### config.mk
export PLATFORM = sky130hd
export DESIGN_NAME = time_keeper
export DESIGN_NICKNAME = d
export VERILOG_FILES = /design/src/rtl/time_keeper.sv
export SDC_FILE = /design/constraint.sdc
export NUM_CORES = 1
export LEC_CHECK = 0
export CORE_MARGIN = 5
export CORE_UTILIZATION = 59
export CTS_BUF_LIST = sky130_fd_sc_hd__clkbuf_4
export DETAILED_ROUTE_END_ITERATION = 8
export PLACE_DENSITY = 0.95
export RECOVER_POWER = 25
export SLEW_MARGIN = 20
export SYNTH_ARGS = -nofsm -noshare
export SYNTH_HDL_FRONTEND = slang
export SYNTH_SLANG_ARGS = --single-unit
### constraint.sdc
create_clock -name CLK -period 3.2 [get_ports CLK]
set_input_delay 0.64 -clock CLK [delete_from_list [all_inputs] [get_ports CLK]]
set_output_delay 0.64 -clock CLK [all_outputs]
set_load 0.01 [all_outputs]
### src/rtl/time_keeper.sv
// time_keeper: hh:mm:ss real-time clock with prescaler, load, per-field adjust and 12/24h display.
// Define TIME_KEEPER_ALARM_EN to build the alarm state machine; otherwise ALARM is tied low.
module time_keeper #(
    parameter int TICKS_PER_SEC = 100000000,
    parameter int DIV_W         = 27
) (
    input  logic        CLK,
    input  logic        RESET_N,
    input  logic        RUN,
    input  logic        LOAD,
    input  logic [16:0] LOAD_TIME,
    input  logic [2:0]  INC,
    input  logic [2:0]  DEC,
    input  logic        MODE_12,
    input  logic [10:0] ALARM_TIME,
    input  logic        ALARM_ARM,
    input  logic        ALARM_ACK,
    output logic [16:0] CURR_TIME,
    output logic [4:0]  DISP_HOUR,
    output logic        PM,
    output logic        SEC_TICK,
    output logic        LOAD_ERR,
    output logic        ALARM
);
    logic [DIV_W-1:0] div_q, div_d;
    logic [4:0] hh_q, hh_d, th;
    logic [5:0] mm_q, mm_d, ss_q, ss_d, tm, ts;
    logic pend_q, pend_d, stick_q, stick_d, lerr_q, lerr_d;
    logic wrap, adj, ld_ok, commit;

    function automatic logic [5:0] step(input logic [5:0] v, input logic [5:0] top, input logic up, input logic dn);
        return (up && !dn) ? ((v == top) ? 6'd0 : v + 6'd1) :
               (dn && !up) ? ((v == 6'd0) ? top : v - 6'd1) : v;
    endfunction

    assign wrap  = RUN && (div_q == DIV_W'(TICKS_PER_SEC - 1));
    assign adj   = |{INC, DEC};
    assign ld_ok = (LOAD_TIME[16:12] <= 5'd23) && (LOAD_TIME[11:6] <= 6'd59) && (LOAD_TIME[5:0] <= 6'd59);
    assign ts    = (ss_q == 6'd59) ? 6'd0 : ss_q + 6'd1;
    assign tm    = (ss_q != 6'd59) ? mm_q : (mm_q == 6'd59) ? 6'd0 : mm_q + 6'd1;
    assign th    = (ss_q != 6'd59 || mm_q != 6'd59) ? hh_q : (hh_q == 5'd23) ? 5'd0 : hh_q + 5'd1;

    // A tick landing on an adjust cycle is owed and paid on the next free cycle.
    always_comb begin
        div_d   = RUN ? (wrap ? '0 : div_q + DIV_W'(1)) : div_q;
        hh_d    = hh_q;
        mm_d    = mm_q;
        ss_d    = ss_q;
        pend_d  = pend_q;
        lerr_d  = 1'b0;
        commit  = 1'b0;
        if (LOAD && ld_ok) begin
            {hh_d, mm_d, ss_d} = LOAD_TIME;
            div_d  = '0;
            pend_d = 1'b0;
        end else if (LOAD) begin
            lerr_d = 1'b1;
            commit = wrap;
        end else if (adj) begin
            hh_d   = 5'(step({1'b0, hh_q}, 6'd23, INC[2], DEC[2]));
            mm_d   = step(mm_q, 6'd59, INC[1], DEC[1]);
            ss_d   = step(ss_q, 6'd59, INC[0], DEC[0]);
            div_d  = '0;
            pend_d = pend_q | wrap;
        end else begin
            commit = wrap | pend_q;
            pend_d = wrap & pend_q;
        end
        if (commit) {hh_d, mm_d, ss_d} = {th, tm, ts};
        stick_d = commit;
    end

    always_ff @(posedge CLK or negedge RESET_N) begin
        if (!RESET_N) begin
            div_q   <= '0;
            hh_q    <= '0;
            mm_q    <= '0;
            ss_q    <= '0;
            pend_q  <= 1'b0;
            stick_q <= 1'b0;
            lerr_q  <= 1'b0;
        end else begin
            div_q   <= div_d;
            hh_q    <= hh_d;
            mm_q    <= mm_d;
            ss_q    <= ss_d;
            pend_q  <= pend_d;
            stick_q <= stick_d;
            lerr_q  <= lerr_d;
        end
    end

    assign CURR_TIME = {hh_q, mm_q, ss_q};
    assign SEC_TICK  = stick_q;
    assign LOAD_ERR  = lerr_q;
    assign DISP_HOUR = !MODE_12 ? hh_q : (hh_q == 5'd0) ? 5'd12 : (hh_q > 5'd12) ? hh_q - 5'd12 : hh_q;
    assign PM        = MODE_12 && (hh_q >= 5'd12);

`ifdef TIME_KEEPER_ALARM_EN
    typedef enum logic [1:0] {DISARMED, ARMED, RINGING, WAIT} state_t;
    state_t state_q, state_d;
    logic [5:0] rc_q, rc_d;
    logic alarm_q, hit_new, hit_cur;

    assign hit_new = commit && ({th, tm} == ALARM_TIME) && (ts == 6'd0);
    assign hit_cur = {hh_q, mm_q} == ALARM_TIME;

    always_comb begin
        state_d = state_q;
        rc_d    = rc_q;
        case (state_q)
            DISARMED: state_d = ALARM_ARM ? ARMED : DISARMED;
            ARMED: begin
                state_d = !ALARM_ARM ? DISARMED : hit_new ? RINGING : ARMED;
                rc_d    = 6'd0;
            end
            RINGING: begin
                rc_d    = commit ? rc_q + 6'd1 : rc_q;
                state_d = (ALARM_ACK || !ALARM_ARM || (commit && rc_q == 6'd59)) ? WAIT : RINGING;
            end
            default: state_d = !ALARM_ARM ? DISARMED : !hit_cur ? ARMED : WAIT;
        endcase
    end

    always_ff @(posedge CLK or negedge RESET_N) begin
        if (!RESET_N) begin
            state_q <= DISARMED;
            rc_q    <= '0;
            alarm_q <= 1'b0;
        end else begin
            state_q <= state_d;
            rc_q    <= rc_d;
            alarm_q <= (state_d == RINGING);
        end
    end

    assign ALARM = alarm_q;
`else
    logic unused_alarm;
    assign unused_alarm = ^{ALARM_TIME, ALARM_ARM, ALARM_ACK};
    assign ALARM = 1'b0;
`endif
endmodule

==> reports/metrics.cfg <==
[run_status]
status = complete, no violations

[cts]
cts_setup_buffers = 0
path_clk_slew_ps = 150
cts.path.max_buffers = 2
cts_tree = yes
cts.sinks = 47
cts_resized = 0
cts_buffers = 5
clock_latency_ps = 380
postCtsHoldBufs = 0
cts-root-buf = clkbuf_4
htreeDepth = 2

[sta]
finalSetupViolations = 0
final_max_slew_viol_count = 0
fin_crit_ps = 3017
rsz0062_at_grt = false
hold_slack_ps = 246.6
max_freq_mhz = 331.5
worstMarginPinSlew_ps = 938.1
finalSetupTns_ps = 0
clock_skew_ps = 22.95
finalCritPeriodShare_pct = 94.27
slew_headroom_pct = 37.46
hold_viol_final = 0

[synth]
ys.flop_type = dfrtp_1
seq_area_frac_synth_pct = 32.54
syn-cell-area_um2 = 3615
synthCells = 433
syn_nets = 490
synthArstFlopShare_pct = 100.0
synth_area_per_cell_um2 = 8.348
ys_types = 67
synth-edff-count = 0
ys_seq_elements = 47
synth_warnings = 0

[global_route]
grt_pass1_vias = 3443
antenna_found_initial = 0
grt_first_pass_wirelength_mm = 16.23
grt-ovfl-total = 0
grt_max_degree = 48
grtUsageTotal_pct = 26.13

[die]
die_area_um2 = 7792
coreArea_um2 = 5956
die_w_um = 88.27
die_h_um = 88.27
start_util_pct = 60.69
ioPinCount = 67
core.rowCount = 28

[detailed_routing]
drt_iter0_markers = 377
drc_errors = 0
wl_per_cell_um = 17.35
vias = 3603
postRouteAntennaNets = 0
viasPerCell = 6.434
wl_mm = 9.718
firstDrtPassIters = 6

[setup_path]
crit_arrival_ps = 2380
critPathLaunchType = flip-flop
crit_path_max_fanout = 10
required_ps = 2560
critPathKind = flip-flop to output pin
rrSetupSlack_ps = 440
end_kind = output pin

[power]
finalPower_uw = 2451
leakagePower_uw = 0.001800
p_per_area_nw_per_um2 = 566.1
ir_drop_mv = 0.4537

[final_layout]
n_antenna_cell = 0
final_cell_mix = clkdlybuf4s50_1 (51), dfrtp_1 (45), nor2_1 (45), nand2_1 (32), inv_1 (28)
layout_commonest_cell = clkdlybuf4s50_1
area_growth_pct = 19.80
drive_above_1_share_pct = 8.247
fin_area_um2 = 4330
final_nets = 541

[placed_design]
port_buffers = 52
dp_hpwl_mm = 7.256
gp_congestion = 0.9171
dpl_cell_area_um2 = 4240

[flow_run]
cap_violations = 0

[min_path]
hp-class = primary input to async pin

-- metrics by stage --
stage	instances	setup slack (ps)	util [%]
2_1_floorplan	433	905.1	-
3_3_place_gp	552	56.47	71.20
3_5_place_dp	552	-16.16	71.20
4_1_cts	560	84.85	72.63
5_1_grt	560	19.92	72.71
6_report	560	183.4	72.71
-- critical path, cell delays in order, from the launching register on --
cell and delay, ps:
dfrtp_2 520, inv_1 160, ha_1 240, and3b_1 340, nand2_1 110, o21ai_0 80
clkdlybuf4s50_1 550
-- synth_stat cells (all sizes together), types with 4 or more instances --
| cell | instances | area share (%) |
|---|---|---|
| a21oi | 25 | 3.8 |
| a31oi | 8 | 1.4 |
| and2 | 5 | 0.87 |
| and3 | 5 | 0.87 |
| and4 | 5 | 1.2 |
| buf | 4 | 0.80 |
| clkbuf | 20 | 2.1 |
| dfrtp | 47 | 33 |
| ha | 16 | 5.5 |
| inv | 28 | 2.9 |
| nand2 | 32 | 3.3 |
| nand2b | 7 | 1.2 |
| nand3 | 20 | 2.8 |
| nand4 | 15 | 3.2 |
| nor2 | 45 | 4.7 |
| nor2b | 4 | 0.69 |
| nor3 | 9 | 1.2 |
| nor4 | 7 | 2.0 |
| o211ai | 7 | 1.5 |
| o21ai | 22 | 3.0 |
| o22ai | 5 | 0.87 |
| o31ai | 5 | 1.4 |
| o32a | 7 | 1.9 |
| xnor2 | 16 | 3.9 |
| xor2 | 18 | 4.4 |
-- kinds of logic (layout without fill, tap and decap cells) --
kind of cell | after synthesis | after routing | synth area share, %
buf+inv | 52 | 104 | 5.781
compound gates | 114 | 114 | 22.33
fa+ha+maj | 17 | 17 | 5.815
flops | 47 | 47 | 32.54
mux | 3 | 3 | 0.8999
xor+xnor | 34 | 34 | 8.238
simple gates | 165 | 165 | 24.30
other cells | 1 | 1 | 0.1037
-- final timing paths --
path,cells past startpoint,endpoint,from
max reg2reg,8,hh_q[1],div_q[0]
min,1,div_q[24],RESET_N
max in group asynchronous,1,hh_q[3],RESET_N
min in group CLK,2,pend_q,pend_q
min reg2reg,2,pend_q,pend_q
max,6,DISP_HOUR[3],hh_q[2]
-- layer usage --
metal	share of wire (%)	GRT usage [%]
met5	0	0
met2	48	43.37
met1	40	35.44
met4	2.3	8.654
met3	9.4	3.445
-- sequential cells by signal, indices dropped and copies added, names as in the netlist --
name      flops
ss_q          6
hh_q          5
div_q        27
SEC_TICK      1
LOAD_ERR      1
pend_q        1
mm_q          6
-- layout make-up --
class,count,area (µm²)
Multi-Input combinational cell,334,2230
Timing Repair Buffer,68,638.1
Tap cell,75,93.84
Clock buffer,5,37.54
Clock inverter,3,47.55
Inverter,28,105.1
Sequential cell,47,1179
Fill cell,421,1625
-- power by group --
group	switching, µW	internal, µW
Sequential	205	676
Combinational	590	604
Clock	209	169
Total	1000	1450
No activity file was read; power rests on OpenSTA's default activity.
